[src/rtl/ucie_param_exchange_responder.sv]
// UCIe parameter-exchange responder.
// Accepts one capability request word, negotiates it against the local caps
// (min width, min speed, AND of protocol masks), answers with an ACK word or
// an all-zero NAK word, and records the negotiated result on ACK.
// Build option: define UCIE_PARAM_RESP_TIMEOUT_EN to bound the time SEND
// waits for tx_ready (RESP_TIMEOUT cycles); otherwise SEND waits forever.
module ucie_param_exchange_responder #(
  parameter int unsigned RESP_TIMEOUT = 32'd100000
) (
  input  logic        clk,
  input  logic        rst_n,
  input  logic        enable,
  input  logic [7:0]  local_width_cap,
  input  logic [7:0]  local_speed_cap,
  input  logic [15:0] local_proto_cap,
  input  logic [31:0] rx_param,
  input  logic        rx_valid,
  output logic        rx_ready,
  output logic [31:0] tx_param,
  output logic        tx_valid,
  input  logic        tx_ready,
  output logic [7:0]  neg_width,
  output logic [7:0]  neg_speed,
  output logic [15:0] neg_proto,
  output logic        neg_valid,
  output logic        param_error,
  output logic [1:0]  error_code,
  output logic [2:0]  resp_state,
  output logic [7:0]  exchange_count
);

  typedef enum logic [2:0] {
    IDLE     = 3'd0,
    WAIT_REQ = 3'd1,
    EVAL     = 3'd2,
    SEND     = 3'd3,
    DONE     = 3'd4,
    ERROR    = 3'd5
  } state_e;

  state_e state_q, state_d;

  logic [31:0] req_q;
  logic [7:0]  width_q, speed_q, width_d, speed_d;
  logic [15:0] proto_q, proto_d;
  logic        ack_q, ack_d;
  logic [7:0]  neg_width_q, neg_speed_q;
  logic [15:0] neg_proto_q;
  logic        neg_valid_q;
  logic        param_error_q;
  logic [1:0]  error_code_q;
  logic [7:0]  exchange_count_q;

  logic accept, eval, ack_hs, nak_hs, timeout_evt;
  logic send_cnt_expired;

  // Negotiation of the captured request against the local capabilities.
  assign width_d = (req_q[31:24] < local_width_cap) ? req_q[31:24] : local_width_cap;
  assign speed_d = (req_q[23:16] < local_speed_cap) ? req_q[23:16] : local_speed_cap;
  assign proto_d = req_q[15:0] & local_proto_cap;
  assign ack_d   = (width_d != 8'd0) && (speed_d != 8'd0) && (proto_d != 16'd0);

`ifdef UCIE_PARAM_RESP_TIMEOUT_EN
  logic [31:0] send_cnt_q;
  logic [32:0] send_cnt_inc;

  assign send_cnt_inc     = {1'b0, send_cnt_q} + 33'd1;
  assign send_cnt_expired = (send_cnt_inc >= {1'b0, RESP_TIMEOUT});

  // Count cycles spent in SEND; held at zero outside SEND so each entry restarts it.
  always_ff @(posedge clk or negedge rst_n) begin
    if (!rst_n)                send_cnt_q <= '0;
    else if (state_q != SEND)  send_cnt_q <= '0;
    else                       send_cnt_q <= send_cnt_inc[31:0];
  end
`else
  assign send_cnt_expired = 1'b0;
`endif

  // State register.
  always_ff @(posedge clk or negedge rst_n) begin
    // NOTE: sequential state is written with non-blocking assignments so every flop samples pre-edge values.
    if (!rst_n) state_q <= IDLE;
    else        state_q <= state_d;
  end

  // Next-state logic and the one-cycle strobes that drive the datapath.
  always_comb begin
    // NOTE: every signal written here gets a default first, so no path can infer a latch.
    state_d     = state_q;
    rx_ready    = 1'b0;
    accept      = 1'b0;
    eval        = 1'b0;
    ack_hs      = 1'b0;
    nak_hs      = 1'b0;
    timeout_evt = 1'b0;
    if (!enable) begin
      state_d = IDLE;
    end else begin
      case (state_q)
        IDLE:     state_d = WAIT_REQ;
        WAIT_REQ,
        DONE: begin
          rx_ready = 1'b1;
          if (rx_valid) begin
            accept  = 1'b1;
            state_d = EVAL;
          end
        end
        EVAL: begin
          eval    = 1'b1;
          state_d = SEND;
        end
        SEND: begin
          // A handshake on the expiry cycle still completes the exchange.
          if (tx_ready) begin
            ack_hs  = ack_q;
            nak_hs  = !ack_q;
            state_d = ack_q ? DONE : ERROR;
          end else if (send_cnt_expired) begin
            timeout_evt = 1'b1;
            state_d     = ERROR;
          end
        end
        ERROR:    state_d = ERROR;
        default:  state_d = IDLE;
      endcase
    end
  end

  // Request capture, negotiated result, status and exchange counter.
  always_ff @(posedge clk or negedge rst_n) begin
    if (!rst_n) begin
      req_q            <= '0;
      width_q          <= '0;
      speed_q          <= '0;
      proto_q          <= '0;
      ack_q            <= 1'b0;
      neg_width_q      <= '0;
      neg_speed_q      <= '0;
      neg_proto_q      <= '0;
      neg_valid_q      <= 1'b0;
      param_error_q    <= 1'b0;
      error_code_q     <= 2'b00;
      exchange_count_q <= '0;
    end else begin
      if (accept) begin
        req_q       <= rx_param;
        neg_valid_q <= 1'b0;
      end
      if (eval) begin
        width_q <= width_d;
        speed_q <= speed_d;
        proto_q <= proto_d;
        ack_q   <= ack_d;
      end
      if (ack_hs) begin
        neg_width_q <= width_q;
        neg_speed_q <= speed_q;
        neg_proto_q <= proto_q;
        neg_valid_q <= 1'b1;
        if (exchange_count_q != 8'hFF) exchange_count_q <= exchange_count_q + 8'd1;
      end
      if (nak_hs) begin
        param_error_q <= 1'b1;
        error_code_q  <= 2'b01;
      end
      if (timeout_evt) begin
        param_error_q <= 1'b1;
        error_code_q  <= 2'b10;
      end
      // Disable abandons the exchange but keeps the lifetime exchange count.
      if (!enable) begin
        neg_valid_q   <= 1'b0;
        param_error_q <= 1'b0;
        error_code_q  <= 2'b00;
      end
    end
  end

  // Response is decoded from the state so reset removes it without a clock edge.
  assign tx_valid       = (state_q == SEND);
  assign tx_param       = (tx_valid && ack_q) ? {width_q, speed_q, proto_q} : 32'h0;
  assign neg_width      = neg_width_q;
  assign neg_speed      = neg_speed_q;
  assign neg_proto      = neg_proto_q;
  assign neg_valid      = neg_valid_q;
  assign param_error    = param_error_q;
  assign error_code     = error_code_q;
  assign resp_state     = state_q;
  assign exchange_count = exchange_count_q;

endmodule
[config.mk]
export PLATFORM = sky130hd
export DESIGN_NAME = ucie_param_exchange_responder
export DESIGN_NICKNAME = d
export VERILOG_FILES = /design/src/rtl/ucie_param_exchange_responder.sv
export SDC_FILE = /design/constraint.sdc
export NUM_CORES = 1
export LEC_CHECK = 0
export ABC_AREA = 1
export CAP_MARGIN = 15
export CORE_MARGIN = 2
export CORE_UTILIZATION = 60
export DETAILED_ROUTE_END_ITERATION = 16
export DONT_BUFFER_PORTS = 1
export PLACE_DENSITY = 0.76
export SYNTH_ARGS = -nofsm -noshare
export SYNTH_HDL_FRONTEND = slang
export SYNTH_SLANG_ARGS = --single-unit
[constraint.sdc]
create_clock -name clk -period 3.4 [get_ports clk]
set_clock_uncertainty 0.2 [all_clocks]
set_input_delay 0.51 -clock clk [delete_from_list [all_inputs] [get_ports clk]]
set_output_delay 0.51 -clock clk [all_outputs]
set_load 0.1 [all_outputs]
==> run_results.csv <==
group,metric,value,unit
critical_path,endpoint,"tx_param[16]",
grt,top_usage_layer,"met2",
grt,antenna_found_initial,0,
clock_network,htreeDepth,3,
synthesis,synth_ff_type,"dfrtp_1",
run,drv_cap,0,
placed_design,io_buffers,0,
synthesis,synth_cell_types,29,
timing,worstMarginPinSlew,0.976,ns
critical_path,start_kind,"flip-flop",
status,status,"finished, final reports clean",
pwr,ir_drop,0.000660,V
cells_and_area,nets,728,
grt,grtUsageMet2,0.420,
grt,overflow,0,
floorplanning,ios,150,
pwr,seqPwrFrac,0.564,
timing,fmax,382,MHz
floorplanning,fp.dieH,96.7,um
clock_network,cts_tree,"yes",
critical_path,crit_slowest_cell,"buf_4",
floorplanning,dieArea,9350,um^2
critical_path,critPathMaxStageDelay,0.58,ns
timing,setup_ws,0.782,ns
pwr,intPower,0.00273,W
placed_design,hpwlAfterDp,9300,um
pwr,power_per_cell_area,943,nW/um^2
timing,slew_headroom,0.349,
timing,grt_setup_unrepaired,"no",
clock_network,clk_latency,0.36,ns
synthesis,yosysSeqAreaShare,0.534,
synthesis,synth_top_area_share,0.534,
placed_design,dp_slack,0.958,ns
synthesis,synth_area_per_cell,8.52,um^2
pwr,pwr-share-comb,0.310,
clock_network,cts_buffers,9,
grt,gr-usage-met3,0.0780,
clock_network,clockRootBuffer,"clkbuf_8",
synthesis,syn-cell-area,5150,um^2
grt,grt_pass1_wl,20400,um
synthesis,synth.yosys.warnings,0,
grt,met1_usage,0.369,
cells_and_area,antenna_cells,0,
floorplanning,coreArea,8260,um^2
timing,setup_viol,0,
routing,final_antenna_net_count,0,
synthesis,ys_async_sr_fraction,1.00,
routing,initialDrtViolationCount,187,
timing,fin_crit,2.62,ns
critical_path,crit_start,"resp_state[0]$_DFFE_PN0P_",
routing,first_pass_iters,6,
synthesis,synthCells,605,
timing,fin_setup_tns,0,ns
timing,period_share,0.770,
floorplanning,initial_core_util,0.624,
pwr,p_sw,0.00326,W
synthesis,synth_fp_nets,689,
critical_path,reg2regPathDepth,9,
routing,wl_per_cell,16.0,um
critical_path,end_kind,"output pin",
synthesis,synth-edff-count,0,
critical_path,worstPathCellList,"nand2_2 -> nor2_4 -> nand2_4 -> buf_4 -> nor2_2 -> buf_12",
routing,num_vias,4055,
pwr,total_power,0.00599,W
timing,hold_viol,0,
placed_design,routabilityCongestion,0.938,
routing,vias_per_cell,5.38,
cells_and_area,fillCellCount,568,
synthesis,synth_common_cells,"nand2_1, dfrtp_1, inv_1",
timing,slew_viol_final,0,
grt,grt_pass1_vias,4150,
critical_path,cp_data_required_time,2.69,ns
clock_network,cts_buffer_depth,2,
critical_path,rrSetupSlack,0.94,ns
pwr,leakagePower,3.10,nW
routing,routed_wl,12100,um
clock_network,post-cts-setup-buffers,0,
synthesis,synth_top_area_cell,"dfrtp_1",
clock_network,path_clk_slew,0.11,ns
floorplanning,die-width,96.7,um
critical_path,cp.arrival,1.91,ns
hold_path,hold_class,"primary input to flip-flop",
clock_network,cts.sinks,110,
pwr,switching_share,0.545,
synthesis,ys_ff_latch,110,
critical_path,r2r-end,"req_q[19]$_DFFE_PN0P_",
grt,grt_max_degree,111,
grt,grt_util_all_layers,0.267,
synthesis,synthTopCellsByArea,"dfrtp_1, nand2_1, o21ai_0",
critical_path,worstPathMaxFanout,32,
routing,post-route-drc-count,0,
pwr,power.share.clock,0.126,
cells_and_area,syn_to_final_growth,23.4,%
floorplanning,core.rowCount,33,
critical_path,critPathKind,"flip-flop to output pin",
cells_and_area,drive_gt1_frac,0.203,
critical_path,r2r-start,"resp_state[0]$_DFFE_PN0P_",
synthesis,synth_most_common_cell,"nand2_1",
## layer usage
layer / vias up / part of all wire
met5: - / 0
met2: 156 / 0.47
met1: 1906 / 0.44
met3: 10 / 0.082
met4: 0 / 0.0075
li1: 1983 / -
## placed cells by master, fill, tap and decap left out, drive strengths merged
master and n:
a211oi 1, a21oi 25, buf 52, clkbuf 10, clkinv 1, clkinvlp 1
conb 1, dfrtp 110, dlygate4sd3 1, ha 15, inv 83, mux2 17
nand2 157, nand3 23, nand4 4, nor2 67, nor3 4, nor4 1
o21a 1, o21ai 69, xnor2 2, xor2 4
## repair_timing
item | CTS | global route
endpoints found under the hold margin | 110 | 0
hold buffers | 2 | 0
setup endpoints to repair | 0 | 0
gates resized for setup | 0 | 0
## cell type report
type | count | area [um^2] | area share
Sequential cell | 110 | 2760 | 0.433
Multi-Input combinational cell | 391 | 2150 | 0.339
Inverter | 79 | 297 | 0.0466
Timing Repair Buffer | 53 | 833 | 0.131
Clock inverter | 6 | 50.0 | 0.00787
Clock buffer | 10 | 138 | 0.0216
Tap cell | 105 | 131 | 0.0207
## critical path, delay by kind of cell, from the launching register on
| kind | cells | cell delay [ns] |
|---|---|---|
| AND/OR/NAND/NOR | 4 | 0.33 |
| buffers and inverters | 2 | 0.78 |
| flip-flops | 1 | 0.42 |
## per-stage QoR
stage	cells	hold WS, ns	cell area (um^2)	util
2_1_floorplan	605	0.0144	5310	-
3_3_place_gp	736	0.0169	6130	0.743
3_5_place_dp	736	0.0172	6130	0.743
4_1_cts	754	0.0797	6360	0.770
5_1_grt	754	0.0692	6360	0.770
6_report	754	0.0862	6360	0.770
## state kept, by name (all words and copies together) (netlist names)
signal and count:
resp_state 3, neg_speed 8, neg_valid 1, exchange_count 8, neg_proto 16, proto_q 16, width_q 8, neg_width 8
error_code 1, speed_q 8, req_q 32, ack_q 1
## power groups by stage
stage               combinational (W)  sequential, W  clock (W)
finish                        0.00186        0.00338   0.000756
global placement              0.00171        0.00338          0
global route                  0.00209        0.00345   0.000822
detailed placement            0.00182        0.00341          0
floorplan                     0.00129        0.00342          0
CTS                           0.00186        0.00338   0.000767
## worst min path at each step
stage,startpoint,end,slack [ns],depth (start not counted)
detailed placement,rst_n,neg_speed[4]$_DFFE_PN0P_,0.02,0
global placement,rst_n,neg_speed[1]$_DFFE_PN0P_,0.02,0
global route,rx_param[14],req_q[14]$_DFFE_PN0P_,0.07,1
CTS,rx_param[14],req_q[14]$_DFFE_PN0P_,0.08,1
floorplan,rst_n,ack_q$_DFFE_PN0P_,0.01,0
finish,rx_param[1],req_q[1]$_DFFE_PN0P_,0.09,1
## cell families after synthesis
| logic type | after synthesis | share of synthesized area |
|---|---|---|
| AND/OR/NAND/NOR | 256 | 0.208 |
| adder cells (fa/ha/maj) | 15 | 0.0364 |
| XOR/XNOR | 6 | 0.0102 |
| other | 1 | 0.000728 |
| buffers and inverters | 104 | 0.0791 |
| AO/OA/AOI/OAI | 96 | 0.0942 |
| flip-flops | 110 | 0.534 |
| multiplexers | 17 | 0.0371 |
Note: power is estimated with default switching activity, not from simulation.
